File: src/rtl/p_accumulator.sv
// p_accumulator: 48-bit add/sub ALU feeding the P register of the DSP slice.
// Latency: 1 cycle with PREG=1 (P/CARRYOUT registered), 0 cycles with PREG=0.
// No backpressure: CEP freezes P, CARRYOUT and the detect history; RSTP clears regardless of CEP.
//
// Ports:
//   clk, rst_n       rising-edge clock, asynchronous active-low reset
//   RSTP, CEP        synchronous clear / clock enable for P, CARRYOUT, det_past
//   X, C             48-bit operands; X_SEL gates X, Z_SEL picks 0 / P / C / P>>>17
//   SUB, CARRYIN     0: Z + X + CARRYIN ; 1: Z - (X + CARRYIN)
//   PATTERNDETECT    registered match flag for the current P (drives autoreset)
//   P, CARRYOUT      48-bit result and bit 48 of the 49-bit sum
module p_accumulator #(
  parameter int PREG             = 1,
  parameter int AUTORESET_PATDET = 0
) (
  input  logic        clk,
  input  logic        rst_n,
  input  logic        RSTP,
  input  logic        CEP,
  input  logic [47:0] X,
  input  logic [47:0] C,
  input  logic        X_SEL,
  input  logic [1:0]  Z_SEL,
  input  logic        SUB,
  input  logic        CARRYIN,
  input  logic        PATTERNDETECT,
  output logic [47:0] P,
  output logic        CARRYOUT
);

  localparam bit HAS_PREG = (PREG != 0);

  // Out-of-range autoreset modes behave as NO_RESET.
  localparam int AR_MODE = (AUTORESET_PATDET == 1 || AUTORESET_PATDET == 2) ?
                           AUTORESET_PATDET : 0;

  logic [47:0] p_q;
  logic        co_q;
  logic        det_past;
  logic [47:0] p_shr;
  logic [47:0] xop;
  logic [47:0] zop;
  logic [48:0] r;
  logic        ar;

  assign p_shr = $signed(p_q) >>> 17;

  always_comb begin
    xop = '0;
    if (X_SEL) begin
      xop = X;
    end
  end

  // P feedback is only meaningful when P is registered; without PREG the
  // feedback selections read zero so no combinational loop is formed.
  always_comb begin
    zop = '0;
    case (Z_SEL)
      2'b01:   zop = HAS_PREG ? p_q   : '0;
      2'b10:   zop = C;
      2'b11:   zop = HAS_PREG ? p_shr : '0;
      default: zop = '0;
    endcase
  end

  // Subtraction is Z + ~X + ~CARRYIN over 48 bits, so bit 48 of the result is
  // a "no borrow" flag: 1 when Z >= X + CARRYIN.
  always_comb begin
    if (SUB) begin
      r = {1'b0, zop} + {1'b0, ~xop} + {48'd0, ~CARRYIN};
    end else begin
      r = {1'b0, zop} + {1'b0, xop} + {48'd0, CARRYIN};
    end
  end

  always_comb begin
    ar = 1'b0;
    case (AR_MODE)
      1:       ar = PATTERNDETECT;
      2:       ar = det_past & ~PATTERNDETECT;  // match just lost
      default: ar = 1'b0;
    endcase
  end

  // With PREG=0 the registers are held at zero and never reach the outputs.
  always_ff @(posedge clk or negedge rst_n) begin
    if (!rst_n) begin
      p_q      <= '0;
      co_q     <= 1'b0;
      det_past <= 1'b0;
    end else if (!HAS_PREG || RSTP) begin
      p_q      <= '0;
      co_q     <= 1'b0;
      det_past <= 1'b0;
    end else if (CEP) begin
      det_past <= PATTERNDETECT;
      if (ar) begin
        p_q  <= '0;
        co_q <= 1'b0;
      end else begin
        p_q  <= r[47:0];
        co_q <= r[48];
      end
    end
  end

  assign P        = HAS_PREG ? p_q  : r[47:0];
  assign CARRYOUT = HAS_PREG ? co_q : r[48];

endmodule

File: config.mk
export PLATFORM = sky130hd
export DESIGN_NAME = p_accumulator
export DESIGN_NICKNAME = d
export VERILOG_FILES = /design/src/rtl/p_accumulator.sv
export SDC_FILE = /design/constraint.sdc
export NUM_CORES = 1
export LEC_CHECK = 0
export ABC_AREA = 0
export BUFFER_PORTS_ARGS = -buffer_cell sky130_fd_sc_hd__buf_2
export CORE_ASPECT_RATIO = 0.6
export CORE_MARGIN = 2
export CORE_UTILIZATION = 64
export CTS_CLUSTER_SIZE = 16
export DETAILED_ROUTE_END_ITERATION = 10
export PLACE_DENSITY = 0.91
export SLEW_MARGIN = 25
export SYNTH_ARGS = -nofsm -noshare
export SYNTH_HDL_FRONTEND = slang
export SYNTH_SLANG_ARGS = --single-unit
File: constraint.sdc
create_clock -name clk -period 8.16 [get_ports clk]
set_input_delay 1.224 -clock clk [delete_from_list [all_inputs] [get_ports clk]]
set_output_delay 1.224 -clock clk [all_outputs]
set_load 0.05 [all_outputs]
Word-level counts from Yosys, hierarchy flattened --
Index checks and enable logic that the tools add are counted.
Word-level totals: register bits after elaboration 49, bits in latches 0, bits in writable memories 0, ROM bits 0, input bits 106, output and inout bits 49, word-level logic and storage cells 19, memories kept 0
Operators by class: $add $sub $neg 4, $mul 0, div/mod/pow operators 0, $lt $le $gt $ge 0, equality and inequality tests 3, shifts and indexed selects 0, mux-type cells 7, bitwise gates (word level) 2, reductions and logical operators 1
Operator list (count):
- 48-bit two-way mux | 3
- 48-bit one-hot mux with 3 select lines | 1
- 48-bit by 48-bit adder with 49-bit output | 2
- 49-bit by 1-bit adder with 49-bit output | 2
- 49-bit two-way mux | 1
- 48-bit NOT | 1
- 2-bit equality test (second input constant) | 2
- 2-bit by 1-bit equality test with 1-bit output (second input constant) | 1
- 1-bit two-way mux | 2
- 2-bit nonzero test | 1
- 1-bit NOT | 1

Depth between registers and ports, before layout --
depth after elaboration 7, mapped depth 20, depth with buffers taken out 16

Worst setup path before layout --
Ideal clock, no wire load.
path kind input port to flip-flop, start in X_SEL, end reg p_q[44], in the netlist P[44], setup time 0.087 ns, arrival time 4.895 ns, data required time 8.073 ns, path slack 3.178 ns, stages on the path 18, path buffers 4, path through buf_2 -> clkbuf_1 -> clkbuf_1 -> clkbuf_1 -> nand2_1 -> fa_1 -> inv_1 -> fa_1 -> a221oi_1 -> o311ai_1 -> nand4_1 -> nand3_1 -> a32oi_1 -> a211o_1 -> o21ai_0 -> mux2i_1 -> xnor2_1 -> a211oi_2
On the way: cells in the longest elaborated chain, start to end 7
RTL lines:
- start: declaration | RTL line 22 | input logic X_SEL,
- 48-bit two-way mux * | RTL line 50 | if (X_SEL) begin
- 48-bit NOT | RTL line 71 | r = {1'b0, zop} + {1'b0, ~xop} + {48'd0, ~CARRYIN};
- 48-bit by 48-bit adder with 49-bit output | RTL line 71
- 49-bit by 1-bit adder with 49-bit output | RTL line 71
- 49-bit two-way mux * | RTL line 70 | if (SUB) begin
- 48-bit two-way mux * | RTL line 96 | end else if (CEP) begin
- 48-bit two-way mux * | RTL line 92 | end else if (!HAS_PREG || RSTP) begin
- end signal: assignment | RTL line 102 | p_q <= r[47:0];
- end: declaration | RTL line 37 | logic [47:0] p_q;
Mark *: on every way between the ends. The rest lies on a longest branch, timed or not. The select of a mux whose other input is x is not followed. A chain may end at the register's enable or synchronous reset.

Final worst setup path --
start in Z_SEL[1], end reg co_q, in the netlist CARRYOUT
On the way: cells in the longest elaborated chain, start to end 7
RTL lines:
- start: declaration | RTL line 23 | input logic [1:0] Z_SEL,
- 2-bit equality test / 2-bit by 1-bit equality test with 1-bit output (equally long branches) | RTL line 59 | case (Z_SEL)
- 48-bit one-hot mux with 3 select lines * | RTL line 59
- 48-bit by 48-bit adder with 49-bit output, on equally long branches | RTL line 73, 71
- 49-bit by 1-bit adder with 49-bit output, on equally long branches | RTL line 73, 71
- 49-bit two-way mux * | RTL line 70
- 1-bit two-way mux * | RTL line 96
- 1-bit two-way mux * | RTL line 92
- end signal: assignment | RTL line 103 | co_q <= r[48];
- end: declaration | RTL line 38 | logic co_q;
Marked as above.

==> impl_metrics.tcl <==
set metrics [dict create \
    synth_top_area_cell "dfrtp_1" \
    drtIter0Drc 2051 \
    gp_congestion 1.07 \
    slew_headroom_pct 20.7 \
    wl_per_cell_um 23.1 \
    nFillCells 1265 \
    grt_pass1_vias 10112 \
    ys_seq_elements 49 \
    start_kind "input pin" \
    min_path_type "reg -> reg" \
    cts_resized 0 \
    dp.cells 1650 \
    power_frac_clock_pct 14.4 \
    power.internal_w 0.000717 \
    multiInputGateArea_sq_mm 0.00764 \
    drc 0 \
    insertion_delay_ps 310 \
    h-tree-depth 2 \
    postSynth.asyncResetShare_pct 100 \
    finalMaxSlewViolations 0 \
    worst-setup-path-type "in -> reg" \
    register_area_sq_mm 0.00123 \
    fin_nets 1654 \
    rsz0062_at_grt "false" \
    power_switching_w 0.000888 \
    p_per_area_mw_per_mm2 152 \
    setup_viol 0 \
    synth_edf_count 0 \
    numCtsBuffers 5 \
    avgSynthCellArea_sq_um 7.00 \
    io_pins 155 \
    holdBufCountCts 0 \
    core-area_sq_mm 0.0146 \
    post_cts_buffers 0 \
    synthCells 1382 \
    drv_cap 0 \
    critPathCaptureType "register" \
    antenna_found_initial 0 \
    vias 11816 \
    start_util_pct 66.1 \
    fp.dieH_um 99.2 \
    vdd_drop_max_v 0.000116 \
    synth_nets 1576 \
    drive_gt1_share_pct 14.9 \
    grt_pass1_wl_um 57900 \
    syn-cell-area_sq_mm 0.00967 \
    fin_setup_tns_ps 0 \
    power_w 0.00161 \
    synthFlopType "dfrtp_1" \
    final_cells 1659 \
    min_period_over_period_pct 74.5 \
    post-route-util_pct 72.0 \
    grt_max_degree 98 \
    dieArea_sq_mm 0.0161 \
    comb_power_share_pct 65.6 \
    skew_ps 13.0 \
    arrival_ps 6240 \
    synth_top_area_share_pct 12.7 \
    drtPass1Iterations 6 \
    antennaDiodeCount 0 \
    critPathMaxFanout 45 \
    clockBufferDepth 2 \
    area_delta_synth_final_pct 8.90 \
    synth-seq-area-share_pct 12.7 \
    seqPwrFrac_pct 20.0 \
    status "finished clean" \
    grt-ovfl-total 0 \
    holdWs_ps 600 \
    viasPerCell 7.12 \
    finalHoldViolCount 0 \
    yosys-top-cells-count "nor2_1 (140), a21oi_1 (121), nand2_1 (116)" \
    crit_required_ps 8320 \
    cts_sinks 49 \
    dp_hpwl_um 29400 \
    cts_root_buffer "clkbuf_16" \
    max_stage_delay_ps 920 \
    worstMarginPinSlew_ps 1180 \
    die_x_um 163 \
    cts.clk_slew.worst_paths_ps 80 \
    wl_um 38400 \
    fmaxAchievable_mhz 164 \
    switching_share_pct 55.3 \
    port_buffers 153 \
    ys_types 96 \
    crit_chain "buf_2 -> buf_4 -> nor2b_4 -> buf_4 -> nand2_1 -> o21ai_0 -> ha_1 -> nor4_1 -> nor2_1 -> a311oi_2 -> o21ai_2 -> o31ai_4 -> nand3_1 -> nand2_1 -> a211oi_1 -> nor4_1" \
    critical-path-slowest-cell "nor4_1" \
    cts_tree "yes" \
    period_needed_ps 6080 \
    yosys_warnings 0 \
    cellLeakagePower_nw 4.90 \
    placementRows 34 \
    yosysMostFrequentCell "nor2_1" \
    grtUsageTotal_pct 46.2 \
    synth_area_leaders "dfrtp_1 (13%), ha_1 (11%), a21oi_1 (6.3%), nor2_1 (5.4%), o21ai_0 (4.7%)" \
    drtAntennaViolNets 0 \
]
logic make-up (layout without fill, tap and decap cells):
group                      after synthesis  count (layout)  synth area share [%]
xor gates and xnor gates                39              39                  3.53
muxes                                   45              45                  4.92
adders and majority gates               95              95                  12.4
buffers and inverters                  202             281                  8.30
and+or+nand+nor                        468             468                  23.6
DFF                                     49              49                  12.7
AOI/OAI and AO/OA                      484             484                  34.5
final timing paths:
kind                          start        to  slack, ps  cells after the start
hold reg to reg               P[16]     P[16]        600                      2
setup reg to reg              P[18]     P[44]       3020                     13
max in group asynchronous     rst_n     P[32]       6580                      2
setup / recovery           Z_SEL[1]  CARRYOUT       2080                     16
hold / removal                P[16]     P[16]        600                      2
min in group asynchronous     rst_n      P[5]       1060                      2
metrics by stage:
step           instance area [sq um]  setup WS, ps
3_3_place_gp                   10400          2120
2_1_floorplan                   9670          3180
5_1_grt                        10500          1920
3_5_place_dp                   10400          2150
4_1_cts                        10500          2430
6_report                       10500          2080
per-layer routing:
layer  vias to the layer above  GRT usage [%]  wire (um)
met5                         -              0          0
met4                         0           11.5       1250
met3                       120           23.3       7890
met2                      1094           58.2      13600
met1                      5409           68.0      15600
li1                       5193              -          -
layout make-up:
type,instances,area share (%)
clock buffer,6,1.22
clock inverter,2,0.143
inverter,111,3.96
multi-input combinational,1131,72.6
sequential,49,11.6
tap,198,2.35
timing repair buffer,162,8.12
critical path: cells and delay by family:
family,cells,cell delay (ps)
buf+inv,3,980
simple gates,7,2260
compound gates,5,1340
fa+ha+maj,1,400
registers in the layout (all words and copies together) (netlist names):
| register | count |
|---|---|
| P | 48 |
| CARRYOUT | 1 |
power by group through the flow:
| stage | Clock [W] | Combinational [W] | Sequential [W] |
|---|---|---|---|
| 6_report | 0.000231 | 0.00105 | 0.000322 |
| 5_1_grt | 0.000234 | 0.00111 | 0.000322 |
| 4_1_cts | 0.000225 | 0.000998 | 0.000316 |
| 3_5_place_dp | 0 | 0.000992 | 0.000321 |
| 3_3_place_gp | 0 | 0.000974 | 0.000319 |
| 2_1_floorplan | 0 | 0.000622 | 0.000404 |
cells in the final DEF, fill, tap and decap left out, drive strengths merged, types with 7 or more instances in the layout:
master    n
buf     162
o311ai    8
o211ai   12
a22o     21
and2     42
mux2      8
o21ai   100
nor4     22
nand3b    8
dfrtp    49
nand4    14
nor2b    10
a221oi    9
o22ai     8
and3     11
a21boi    7
nor2    140
ha       84
nand2   118
a211oi   39
mux2i    37
maj3      7
a21oi   122
nand3    31
a22oi    10
nor3     30
nand2b   11
a31oi    18
o31ai    19
o21bai   24
inv     110
xnor2    37
a21o     26
No activity file was read; power rests on OpenSTA's default activity.
